[src/rtl/mul_div_pkg.sv]
// Shared definitions for the sequential multiplier and restoring divider.
package mul_div_pkg;

    localparam int unsigned WIDTH_MAX = 32;
    localparam int unsigned CNT_W     = 6;

    typedef enum logic [1:0] {
        ST_IDLE = 2'd0,
        ST_RUN  = 2'd1,
        ST_FIX  = 2'd2
    } state_t;

endpackage

[src/rtl/twos_abs_neg.sv]
// Conditional two's-complement negate: data_o = neg_i ? -data_i : data_i.
module twos_abs_neg #(
    parameter int unsigned W = 8
) (
    input  logic [W-1:0] data_i,
    input  logic         neg_i,
    output logic [W-1:0] data_o
);

    always_comb begin
        data_o = data_i;
        if (neg_i) begin
            data_o = ~data_i + W'(1);
        end
    end

endmodule

[src/rtl/mul_no_pipeline.sv]
// Shift-and-add WIDTH x WIDTH multiplier: one partial-product bit per cycle, fixed latency.
module mul_no_pipeline
    import mul_div_pkg::*;
#(
    parameter int unsigned WIDTH = 8,
    parameter int unsigned sign  = 0
) (
    input  logic               clk,
    input  logic               rst,
    input  logic               start,
    input  logic [WIDTH-1:0]   multiplicand,
    input  logic [WIDTH-1:0]   multiplier,
    output logic [2*WIDTH-1:0] product,
    output logic               busy,
    output logic               ready
);

    localparam logic SIGNED_OPS = (sign != 0);

    state_t             state_q, state_d;
    logic [CNT_W-1:0]   count_q, count_d;
    logic [2*WIDTH-1:0] acc_q, acc_d;
    logic [2*WIDTH-1:0] mcand_q, mcand_d;
    logic [WIDTH-1:0]   mplier_q, mplier_d;
    logic               neg_q, neg_d;
    logic [2*WIDTH-1:0] product_q, product_d;
    logic               ready_q, ready_d;
    logic               busy_q, busy_d;

    logic [WIDTH-1:0]   mag_a, mag_b;
    logic [2*WIDTH-1:0] prod_fixed;

    // |-2^(WIDTH-1)| still fits as an unsigned WIDTH-bit magnitude.
    twos_abs_neg #(.W(WIDTH)) u_abs_a (
        .data_i (multiplicand),
        .neg_i  (SIGNED_OPS & multiplicand[WIDTH-1]),
        .data_o (mag_a)
    );

    twos_abs_neg #(.W(WIDTH)) u_abs_b (
        .data_i (multiplier),
        .neg_i  (SIGNED_OPS & multiplier[WIDTH-1]),
        .data_o (mag_b)
    );

    twos_abs_neg #(.W(2*WIDTH)) u_fix (
        .data_i (acc_q),
        .neg_i  (neg_q),
        .data_o (prod_fixed)
    );

    always_comb begin
        state_d   = state_q;
        count_d   = count_q;
        acc_d     = acc_q;
        mcand_d   = mcand_q;
        mplier_d  = mplier_q;
        neg_d     = neg_q;
        product_d = product_q;
        ready_d   = 1'b0;
        busy_d    = busy_q;
        case (state_q)
            ST_IDLE: begin
                if (start) begin
                    acc_d    = '0;
                    mcand_d  = {{WIDTH{1'b0}}, mag_a};
                    mplier_d = mag_b;
                    neg_d    = SIGNED_OPS & (multiplicand[WIDTH-1] ^ multiplier[WIDTH-1]);
                    count_d  = CNT_W'(WIDTH);
                    busy_d   = 1'b1;
                    state_d  = ST_RUN;
                end
            end
            ST_RUN: begin
                if (mplier_q[0]) begin
                    acc_d = acc_q + mcand_q;
                end
                mcand_d  = mcand_q << 1;
                mplier_d = mplier_q >> 1;
                count_d  = count_q - CNT_W'(1);
                if (count_q == CNT_W'(1)) begin
                    state_d = ST_FIX;
                end
            end
            ST_FIX: begin
                product_d = prod_fixed;
                ready_d   = 1'b1;
                busy_d    = 1'b0;
                state_d   = ST_IDLE;
            end
            default: begin
                busy_d  = 1'b0;
                state_d = ST_IDLE;
            end
        endcase
    end

    always_ff @(posedge clk or posedge rst) begin
        if (rst) begin
            state_q   <= ST_IDLE;
            count_q   <= '0;
            acc_q     <= '0;
            mcand_q   <= '0;
            mplier_q  <= '0;
            neg_q     <= 1'b0;
            product_q <= '0;
            ready_q   <= 1'b0;
            busy_q    <= 1'b0;
        end else begin
            state_q   <= state_d;
            count_q   <= count_d;
            acc_q     <= acc_d;
            mcand_q   <= mcand_d;
            mplier_q  <= mplier_d;
            neg_q     <= neg_d;
            product_q <= product_d;
            ready_q   <= ready_d;
            busy_q    <= busy_d;
        end
    end

    assign product = product_q;
    assign ready   = ready_q;
    assign busy    = busy_q;

endmodule
[config.mk]
export PLATFORM = sky130hd
export DESIGN_NAME = mul_no_pipeline
export DESIGN_NICKNAME = d
export VERILOG_FILES = /design/src/rtl/mul_div_pkg.sv /design/src/rtl/twos_abs_neg.sv /design/src/rtl/mul_no_pipeline.sv
export SDC_FILE = /design/constraint.sdc
export NUM_CORES = 1
export LEC_CHECK = 0
export CAP_MARGIN = 15
export CORE_MARGIN = 1.5
export CORE_UTILIZATION = 55
export DETAILED_ROUTE_END_ITERATION = 10
export GPL_TIMING_DRIVEN = 0
export PLACE_DENSITY = 0.78
export SLEW_MARGIN = 20
export SYNTH_ARGS = -nofsm -noshare
export SYNTH_HDL_FRONTEND = slang
export SYNTH_SLANG_ARGS = --single-unit
[constraint.sdc]
create_clock -name clk -period 4 [get_ports clk]
set_input_delay 0.4 -clock clk [delete_from_list [all_inputs] [get_ports clk]]
set_output_delay 0.4 -clock clk [all_outputs]
set_load 0.1 [all_outputs]
Yosys cells after proc, flatten, opt, wreduce, memory -nomap -nowiden
Index checks and enable logic that the tools add are counted.
W data, S select, Z words.

storage, ports and cells
  output and inout port bits = 18
  logic and storage cells = 38
  register bits = 66

cells by class
  reduce and logical (&&, ||, !) cells = 6
  eq/ne operators = 6
  bitwise logic cells = 1
  $add $sub $neg = 2
  mux-type cells = 15

operator list
  operator               count
  $pmux W16 S2           2
  $mux W16               3
  $add A16 B16 Y16       1
  $pmux W8 S2            1
  $pmux W6 S2            1
  $mux W8                1
  $eq A6 B1 Y1 const B   1
  $mux W6                1
  $ne A2 B2 Y1 const B   3
  $reduce_and A2 Y1      3
  $sub A6 B1 Y6 const B  1
  $mux W2                2
  $pmux W2 S2            1
  $reduce_and A3 Y1      1
  $eq A2 B1 Y1 const B   1
  $eq A2 B2 Y1 const B   1
  $logic_not A2 Y1       1
  $mux W1                2
  $pmux W1 S2            1
  $reduce_bool A2 Y1     1
  $not A1 Y1             1

Longest topological paths before layout
Gate-level depths: netlist of run 1.

  depth after elaboration = 3
  gate-level depth with buffers = 10

By module
A second synthesis of run 1 with hierarchy kept.

second synthesis, totals
  cell total of the unflattened synthesis = 416
  area total of the unflattened synthesis = 3,922.5 µm²

modules (own cells, without submodules)
  module                       area each (µm²)  cells an instance  instances
  mul_no_pipeline              3,246.9          327                1
  twos_abs_neg at u_abs_a ...  171.4            21                 2
  twos_abs_neg at u_fix        332.8            47                 1

Worst setup path after synthesis of run 1
No wires, ideal clock.

  kind = flip-flop to flip-flop
  start = reg acc_q[10]
  end = reg acc_q[15]
  cell stages (with the launch flop) = 8
  setup time = 0.124 ns
  slack = 1.906 ns
  data arrival time = 1.971 ns
  clock period less this slack = 2.094 ns
  cell sequence = dfrtp_1 ha_1 and3_1 a31o_1 a2111o_1 o221ai_2 mux2i_1 nor3_2

between the ends
  cells in the longest elaborated chain, start to end = 3

RTL lines
  element                 RTL line                text
  from (decl)             mul_no_pipeline.sv:22   logic [2*WIDTH-1:0] acc_q, acc_d;
  from (signal assigned)  mul_no_pipeline.sv:102  acc_q <= '0;
  from (signal assigned)  mul_no_pipeline.sv:112  acc_q <= acc_d;
  $add A16 B16 Y16        mul_no_pipeline.sv:76   acc_d = acc_q + mcand_q;
  $mux W16                mul_no_pipeline.sv:75   if (mplier_q[0]) begin
  $pmux W16 S2            mul_no_pipeline.sv:62   case (state_q)

Every way passes these cells. The select of a mux whose other input is x is not followed.
A chain may end at the register's enable or synchronous reset.

Final worst setup path of run 1
  start = reg acc_q[0]
  end = reg acc_q[14]

The elaborated chain is that of the path after synthesis.

==> results of run 1 <==
cells in the final DEF (no fill, tap or decap), types with 10 or more instances in the layout:
cell type / instances
clkbuf_8: 10
nor2_1: 26
nand2_1: 51
a21oi_1: 12
clkdlybuf4s50_1: 36
inv_1: 10
o21ai_0: 22
clkbuf_1: 11
dfrtp_1: 66
nand3_1: 17
ha_1: 17
mux2_2: 15
o22ai_1: 11
worst max path at each step:
| stage | start | endpoint | slack [ns] | cells past startpoint |
|---|---|---|---|---|
| final | acc_q[0] | acc_q[14] | 1.62 | 10 |
| after global placement | rst | count_q[5] | 0.85 | 2 |
| after CTS | acc_q[0] | acc_q[14] | 1.61 | 10 |
| after detailed placement | start | acc_q[5] | 1.61 | 6 |
| after global routing | acc_q[0] | acc_q[14] | 1.41 | 10 |
| after floorplan | acc_q[10] | acc_q[15] | 1.91 | 7 |
kinds of logic after synthesis:
| logic type | share of synthesized area (%) |
|---|---|
| flip-flops | 50.38 |
| adder cells (fa/ha/maj) | 7.099 |
| AND/OR/NAND/NOR | 16.26 |
| buffers and inverters | 2.672 |
| AO/OA/AOI/OAI | 14.66 |
| multiplexers | 5.458 |
| XOR/XNOR | 3.473 |
worst max-delay path: cells and delay by family, from the launching register on:
family                     cells  cell delay [ns]
DFF                            1             0.40
AOI/OAI and AO/OA              5             1.13
buffers and inverters          2             0.12
adders and majority gates      2             0.42
xor gates and xnor gates       1             0.17
registers in the layout, indices dropped and copies added, names as in the netlist:
name,count
acc_q,16
busy,1
count_q,6
mcand_q,16
mplier_q,8
product,16
ready,1
state_q,2
power breakdown:
group | internal [mW] | switching, mW
sequential | 0.948 | 0.216
combinational | 0.710 | 1.21
clock | 0.227 | 0.221
total | 1.89 | 1.65
metal layers:
metal,vias to the layer above,part of all wire [%]
met1,1201,47
met5,-,0
met2,57,48
met4,0,1.2
li1,1247,-
met3,10,3.9
area by class of cell:
| class | count | area [um^2] | area share [%] |
|---|---|---|---|
| sequential | 66 | 1652 | 42.29 |
| timing repair buffer | 37 | 387.9 | 9.933 |
| inverter | 11 | 43.79 | 1.121 |
| tap | 72 | 90.09 | 2.307 |
| buffer | 12 | 46.29 | 1.186 |
| clock buffer | 11 | 141.4 | 3.621 |
| clock inverter | 1 | 5.005 | 0.1282 |
| multi-input combinational | 238 | 1539 | 39.41 |
through the flow:
stage | cells | cell area (um^2) | hold slack (ns)
after global routing | 448 | 3905 | 0.3636
after CTS | 448 | 3905 | 0.3419
after detailed placement | 436 | 3759 | 0.4696
after global placement | 435 | 3729 | 0.4597
after floorplan | 327 | 3278 | 0.4469
final | 448 | 3905 | 0.3417
==> metrics.md, run 1 <==
| Metric | Value |
|---|---|
| Status | finished, final reports clean |
| RePlAce Congestion | between 0.8 and 0.9 |
| HP Class | input port to asynchronous set/reset pin |
| Synthesis Warnings | 0 |
| First-pass GRT wire length | 11.35 mm |
| Post-Syn Area | about 0.0033 mm^2 |
| Setup CP Type | flop to flop |
| Core box area | 0.005642 mm^2 |
| Routed WL per cell | approximately 15 um |
| Post-synthesis register bit count | 66 |
| Vias in the first global route | roughly 2500 |
| Most frequent cell after synthesis | dfrtp_1 |
| Reg-to-Reg End | acc_q[14] |
| Worst EP arrival | 2.58 ns |
| Worst R2R Path Depth | 10 |
| Fin. Hold Viols | 0 |
| Final TNS setup | 0 ns |
| Met3 usage | approximately 4.4% |
| Number of CTS-inserted buffers | 9 |
| CTS Buffer Depth | 2 |
| Reg2reg setup slack | about 1.6 ns |
| Ys flop type | dfrtp_1 |
| Worst-path maximum fanout | 3 |
| Global route overflow | 0 |
| Skew final | 0.009918 ns |
| CTS tree | done |
| Antenna violations before repair | 0 |
| RSZ-0062 raised after global routing | false |
| Fin. max-slew vios | 0 |
| Clock Latency Late Sink | around 0.33 ns |
| # DRC | 0 |
| Maximum vdd ir drop | roughly 450 uV |
| H-tree Lvls | 3 |
| Final #Nets | 412 |
| Most frequent CP cell | inv_1 |
| Post-Synthesis Cells | roughly 330 |
| Final Cycle Share | 59.45% |
| Fmax | about 0.42 GHz |
| Synth area leader | dfrtp_1 |
| Syn_nets | 364 |
| Synth unique cells | 48 |
| CP required | between 4 and 5 ns |
| Most frequent cells after synthesis | 66 x dfrtp_1, 51 x nand2_1, 26 x nor2_1 |
| Via-to-Cell Ratio | 5.614 |
| Cells along the critical path | ha_1 -> inv_1 -> fa_1 -> inv_1 -> a21oi_1 -> o21bai_1 -> a311o_1 -> a221oi_2 -> xor2_1 -> o21ai_1 |
| Filler Cell Count | ~420 |
| Worst Setup Start Kind | flop |
| Largest net degree at the start of global routing | 54 |
| Largest stage delay on the critical path | ~0.4 ns |
| Width of the die | between 80 and 90 um |
| Row Count | 27 |
| DIE AREA | ~0.0064 mm^2 |
| Pre-CTS WS | ~1.6 ns |
| Busiest grt layer | met2 |
| Antenna diodes | 0 |
| Final setup fails | 0 |
| LEAKAGE | between 1.5 and 2 nW |
| # Post-CTS Setup Buffers | 0 |
| Worst-Margin Slew | 0.9697 ns |
| Final HPWL DP | 4.875 mm |
| Total power | around 3.5 mW |
| Share of layout cells above drive strength 1 | between 10% and 20% |
| Antenna Violating Nets Remaining | 0 |
| Area contributors post-synth | dfrtp_1 50%, ha_1 6.5%, nand2_1 5.8% |
| Iteration-0 DRC count of the detailed router | 87 |
| Clk sinks | 66 |
| Met1 usage | 29.86% |
| Power per cell area | slightly above 900 mW/mm^2 |
| Syn_area_per_cell | ~10 um^2 |
| Starting density of the core | 58.11% |
| PortBufs | 36 |
| PostCTS Resize Cnt | 0 |
| Worst r2r src | acc_q[0] |
| Fin worst setup slack | approximately 1.6 ns |
| Hold-fix buffers at CTS | 0 |
| Total of max-cap violations | 0 |
| Top Ports | 37 |
| Register area share after synthesis | approximately half |
| Die outline height | approximately 80 um |
| Clock root buffer | clkbuf_8 |
| P&R area growth vs syn | 19.12% |
| Routed wire length | ~6.6 mm |
| CP Capture Type | flop |
| Minimum clock period | ~2.4 ns |
| Met2 track demand over resource | between 30% and 40% |
| Final Core Density | 69.22% |
| Area share of the largest cell type after synthesis | between 50% and 60% |
| Via count | 2515 |
| Clk slew on worst S/H paths | approximately 0.07 ns |
| Slew margin rel. | 35.15% |
| Drt pass-1 iters | 4 |
| Post-synth EDFFs | 0 |
| GRT Overall Usage | 23.19% |
| Post-synth ARST share | 100.0% |
| Slowest CP cell | dfrtp_1 |
No activity file was read; power rests on OpenSTA's default activity.
==> inputs of run 2 (changes only) <==
==> constraint.sdc (replaced) <==
create_clock -name clk -period 2.3 [get_ports clk]
set_input_delay 0.23 -clock clk [delete_from_list [all_inputs] [get_ports clk]]
set_output_delay 0.23 -clock clk [all_outputs]
set_load 0.1 [all_outputs]
==> run 2 against run 1 <==
  * Cell count is 1.1% higher
  * First-iteration DRC count is 37% higher
  * Power is 84% higher
  * Largest power group unchanged
  * Sequential cell count stayed put
  * Clock-buffer cell count stayed put
==> metrics.md, run 2 (synthesis results as in run 1) <==
| Metric | Value |
|---|---|
| Antenna diodes | 0 |
| GRT Overall Usage | a little under a quarter |
| Seq pwr share | 31.6% |
| Setup CP Type | flop to flop |
| LEAKAGE | 1.896 nW |
| Starting density of the core | between 50 and 60% |
| Hold-fix buffers at CTS | 0 |
| Switching Share | a little under half |
| Filler Cell Count | 402 |
| Antenna violations before repair | 0 |
| Routed WL per cell | between 15 and 20 um |
| Total of max-cap violations | 0 |
| Clk slew on worst S/H paths | roughly 0.07 ns |
| Routed wire length | 7.045 mm |
| Multi-input gate area | approximately 0.0016 mm^2 |
| Die outline height | roughly 80 um |
| Status | finished, final reports clean |
| Fin worst setup slack | about 0.065 ns |
| Drt pass-1 iters | 4 |
| Width of the die | approximately 80 um |
| Core box area | roughly 0.0056 mm^2 |
| CTS Buffer Depth | 2 |
| Via-to-Cell Ratio | around 5.7 |
| Iteration-0 DRC count of the detailed router | between 100 and 150 |
| CP required | 2.50 ns |
| Clock Latency Late Sink | 0.34 ns |
| Commonest non-fill, non-tap cell in the layout | dfrtp_1 |
| Fin. max-slew vios | 0 |
| RePlAce Congestion | 0.8274 |
| Clk sinks | 66 |
| Worst-path maximum fanout | 5 |
| Reg2reg setup slack | between 0.06 and 0.07 ns |
| Pre-CTS WS | -0.05164 ns |
| Gate power share | 56.3% |
| Worst-Margin Slew | roughly 0.98 ns |
| Final Cycle Share | slightly below 100% |
| Row Count | 27 |
| Number of CTS-inserted buffers | 9 |
| Placed instance area | between 0.003 and 0.004 mm^2 |
| Fmax | 0.4474 GHz |
| DIE AREA | 0.006432 mm^2 |
| Minimum clock period | 2.235 ns |
| Most frequent cells in the layout | 66 x dfrtp_1, 51 x nand2_1, 36 x clkdlybuf4s50_1 |
| CTS tree | done |
| Total power | around 6.5 mW |
| Int Power | roughly 3.5 mW |
| Largest net degree at the start of global routing | 54 |
| Clock root buffer | clkbuf_8 |
| Maximum vdd ir drop | roughly 840 uV |
| P&R area growth vs syn | 22.75% |
| CP Capture Type | flop |
| Final TNS setup | 0 ns |
| Fin. Hold Viols | 0 |
| HP Class | input port to asynchronous set/reset pin |
| Vias in the first global route | 2536 |
| Clock share of power | between 10% and 20% |
| Share of layout cells above drive strength 1 | ~15% |
| Global route overflow | 0 |
| Final Core Density | a little under three quarters |
| Final setup fails | 0 |
| First-pass GRT wire length | 11.57 mm |
| Skew final | around 0.012 ns |
| Worst Setup Start Kind | flop |
| Slew margin rel. | about a third |
| Power per cell area | approximately 1600 mW/mm^2 |
| Via count | between 2000 and 3000 |
| Antenna Violating Nets Remaining | 0 |
| Top Ports | 37 |
| PortBufs | 36 |
| Worst EP arrival | roughly 2.4 ns |
| Final HPWL DP | just under 5 mm |
| RSZ-0062 raised after global routing | true |
| # DRC | 0 |
| H-tree Lvls | 3 |
| Finished Cell Area | about 0.0040 mm^2 |
| Final #Nets | between 400 and 500 |
| Psw | 3.038 mW |
| Seq. cell area | between 0.0015 and 0.002 mm^2 |
-- run 2: cell types whose count changed in the layout (fill, tap and decap cells not counted), sizes merged --
cell  before  now
buf        3    8
-- run 2: final timing paths --
check | from | endpoint | depth (start not counted)
worst min register to register | product[1] | product[1] | 2
min in group clk | multiplier[7] | mplier_q[7] | 3
worst max-delay path | acc_q[7] | acc_q[14] | 8
worst max register to register | acc_q[7] | acc_q[14] | 8
max in group asynchronous | rst | mcand_q[13] | 3
worst min-delay path | rst | product[3] | 2
-- run 2: metrics by stage --
step	hold WS [ns]	std cells
final	0.1647	453
after global routing	0.1929	453
after CTS	0.1719	450
after detailed placement	0.4696	436
after global placement	0.4597	435
after floorplan	0.3354	327
-- run 2: layer usage --
| metal | GRT usage (%) | routed length [um] | vias up |
|---|---|---|---|
| li1 | - | - | 1255 |
| met1 | 30.01 | 3255 | 1242 |
| met2 | 39.16 | 3388 | 53 |
| met3 | 4.432 | 264 | 15 |
| met4 | 11.03 | 137 | 0 |
| met5 | 0 | 0 | - |
-- run 2: timing repair --
action | in CTS | in global routing
gates cloned | 0 | 0
gates resized for setup | 3 | 15
endpoints found under the setup margin | 2 | 7
hold endpoints to repair | 0 | 0
pin swaps | 3 | 6
buffers inserted | 2 | 3
-- run 2: worst max-delay path, stage by stage, from the launching register on --
cell      delay [ns]
dfrtp_1         0.40
ha_1            0.38
a21o_1          0.22
a21oi_1         0.15
nor2b_1         0.07
a311o_1         0.37
a221oi_2        0.28
xor2_1          0.16
o21ai_1         0.07
-- run 2: cell type report --
cell class	instances	share of cell area (%)
sequential	66	41.04
multi-input combinational	238	40.24
timing repair buffer	42	10.57
clock buffer	11	3.514
tap	72	2.239
buffer	12	1.182
inverter	11	1.088
clock inverter	1	0.1244
-- run 2: power groups by stage --
stage          combinational [mW]  sequential (mW)  clock, mW
2_1_floorplan                2.04             2.56          0
3_3_place_gp                 3.21             2.02          0
3_5_place_dp                 3.33             2.04          0
4_1_cts                      3.40             2.02      0.791
5_1_grt                      4.01             2.12      0.837
6_report                     3.66             2.05      0.790
==> inputs of run 3 (changes only) <==
--- a/config.mk
+++ b/config.mk
@@ -7,10 +7,9 @@
 export LEC_CHECK = 0
 export CAP_MARGIN = 15
 export CORE_MARGIN = 1.5
-export CORE_UTILIZATION = 55
+export CORE_UTILIZATION = 35
 export DETAILED_ROUTE_END_ITERATION = 10
 export GPL_TIMING_DRIVEN = 0
-export PLACE_DENSITY = 0.78
 export SLEW_MARGIN = 20
 export SYNTH_ARGS = -nofsm -noshare
 export SYNTH_HDL_FRONTEND = slang
==> run 3 against run 2 <==
  * Clock power rose by 37%
  * Clock-buffer cell count fell by 2
  * Sequential power barely moved
  * Maximum frequency rose by 2.8%
  * First-iteration DRC count fell by 35%
  * Cell count rose by 10%
  * Combinational power rose by 1%
  * Routed wire length rose by 3.3%
  * Utilization fell by 25 points
  * Highest routed layer unchanged
==> metrics.md, run 3 (synthesis results as in run 1) <==
| Metric | Value |
|---|---|
| Antenna diodes | 0 |
| Minimum clock period | approximately 2.2 ns |
| Filler Cell Count | about 850 |
| Slew margin rel. | ~35% |
| Most frequent cells in the layout | 66 x dfrtp_1, 51 x nand2_1, 36 x clkdlybuf4s50_1 |
| Antenna Violating Nets Remaining | 0 |
| Post-Layout Cell Count | ~500 |
| H-tree Lvls | 3 |
| Skew final | roughly 0.011 ns |
| Fin worst setup slack | 0.1261 ns |
| Seq. cell area | approximately 0.0017 mm^2 |
| Die outline height | 99.78 um |
| Share of layout cells above drive strength 1 | 16.75% |
| HP Class | input port to asynchronous set/reset pin |
| Clock root buffer | clkbuf_8 |
| Starting density of the core | 35.82% |
| Worst-path maximum fanout | 3 |
| CTS tree | done |
| Fin. Hold Viols | 0 |
| Worst-Margin Slew | between 0.9 and 1 ns |
| Final #Nets | 420 |
| CP Capture Type | flop |
| Final setup fails | 0 |
| RePlAce Congestion | between 0.8 and 0.9 |
| Power per cell area | roughly 1600 mW/mm^2 |
| Multi-input gate area | around 0.0017 mm^2 |
| RSZ-0062 raised after global routing | false |
| P&R area growth vs syn | 28.02% |
| Via-to-Cell Ratio | around 5.2 |
| # DRC | 0 |
| CP required | between 2 and 3 ns |
| Setup CP Type | flop to flop |
| LEAKAGE | a little under 2 nW |
| Core box area | 0.009153 mm^2 |
| Routed wire length | slightly above 7 mm |
| Global route overflow | 0 |
| Number of CTS-inserted buffers | 9 |
| Total of max-cap violations | 0 |
| Width of the die | approximately 100 um |
| Total power | slightly below 7 mW |
| PortBufs | 36 |
| Final TNS setup | 0 ns |
| Antenna violations before repair | 0 |
| Final Core Density | roughly 46% |
| Status | finished, final reports clean |
| Worst Setup Start Kind | flop |
| CTS Buffer Depth | 2 |
| GRT Overall Usage | between 15 and 20% |
| Commonest non-fill, non-tap cell in the layout | dfrtp_1 |
| Reg2reg setup slack | 0.13 ns |
| Placed cells | 475 |
| Clk slew on worst S/H paths | ~0.08 ns |
| Pre-CTS WS | -0.08212 ns |
| Drt pass-1 iters | 4 |
| First-pass GRT wire length | 12.35 mm |
| DIE AREA | approximately 0.01 mm^2 |
| Fmax | approximately 0.46 GHz |
| Vias in the first global route | 2545 |
| Maximum vdd ir drop | 619.1 uV |
| Row Count | 35 |
| Final Cycle Share | a little over nine tenths |
| Final HPWL DP | 5.186 mm |
| Clock Latency Late Sink | roughly 0.35 ns |
| Via count | between 2000 and 3000 |
| Routed WL per cell | 14.58 um |
| Top Ports | 37 |
| Worst EP arrival | ~2.4 ns |
| Clk sinks | 66 |
| Largest net degree at the start of global routing | 40 |
| Iteration-0 DRC count of the detailed router | 77 |
| Hold-fix buffers at CTS | 0 |
| Fin. max-slew vios | 0 |
-- run 3: changes by cell type in the layout (fill, tap and decap cells not counted), moves of 2 or more --
cell / change
ha_4: +4
buf_4: +3
bufinv_16: +2
clkinvlp_4: +2
ha_1: -2
ha_2: -2
-- run 3: where the power goes --
| part | internal (mW) | total, mW | leakage [nW] | switching, mW |
|---|---|---|---|---|
| combinational | 1.51 | 3.71 | 0.988 | 2.20 |
| sequential | 1.65 | 2.07 | 0.840 | 0.425 |
| clock | 0.607 | 1.08 | 0.105 | 0.471 |
| total | 3.76 | 6.86 | 1.93 | 3.10 |
-- run 3: final cells by class --
class                           instances  area share, %
Timing Repair Buffer                   45          10.49
Tap cell                              111          3.309
Buffer                                 12          1.103
Clock buffer                            9          2.952
Inverter                               11          1.044
Sequential cell                        66          39.36
Multi-Input combinational cell        238          39.51
Clock inverter                          7          2.236
-- run 3: layer usage --
metal | GRT usage [%] | share of wire (%) | up-vias
li1 | - | - | 1260
met3 | 4.526 | 3.8 | 13
met4 | 7.042 | 2.1 | 0
met2 | 24.86 | 46 | 46
met1 | 20.78 | 48 | 1271
met5 | 0 | 0 | -
-- run 3: final timing paths --
path | startpoint | to | depth (start not counted)
min | rst | ready | 2
max | mcand_q[0] | acc_q[14] | 10
max reg2reg | mcand_q[0] | acc_q[14] | 10
max in group asynchronous | rst | count_q[4] | 3
min in group clk | multiplier[7] | mplier_q[7] | 3
min reg2reg | count_q[4] | count_q[4] | 1
-- run 3: worst max-delay path, cell delays in order, from the launching register on --
cell and delay, ns:
dfrtp_1 0.39, ha_2 0.20, inv_2 0.06, fa_2 0.21, inv_2 0.05, a21oi_4 0.17
o21bai_4 0.08, a311o_1 0.36, a221oi_2 0.28, xor2_1 0.19, o21ai_1 0.07
-- run 3: what timing repair did --
item,CTS,global route
resized for setup,4,16
setup endpoints to repair,2,5
setup buffers,4,4
pin swaps,5,9
-- run 3: stage by stage --
| stage | hold WS [ns] | area [um^2] |
|---|---|---|
| global placement | 0.4637 | 3777 |
| global route | 0.2271 | 4197 |
| CTS | 0.2128 | 4070 |
| floorplan | 0.3354 | 3278 |
| finish | 0.1954 | 4197 |
| detailed placement | 0.4748 | 3800 |
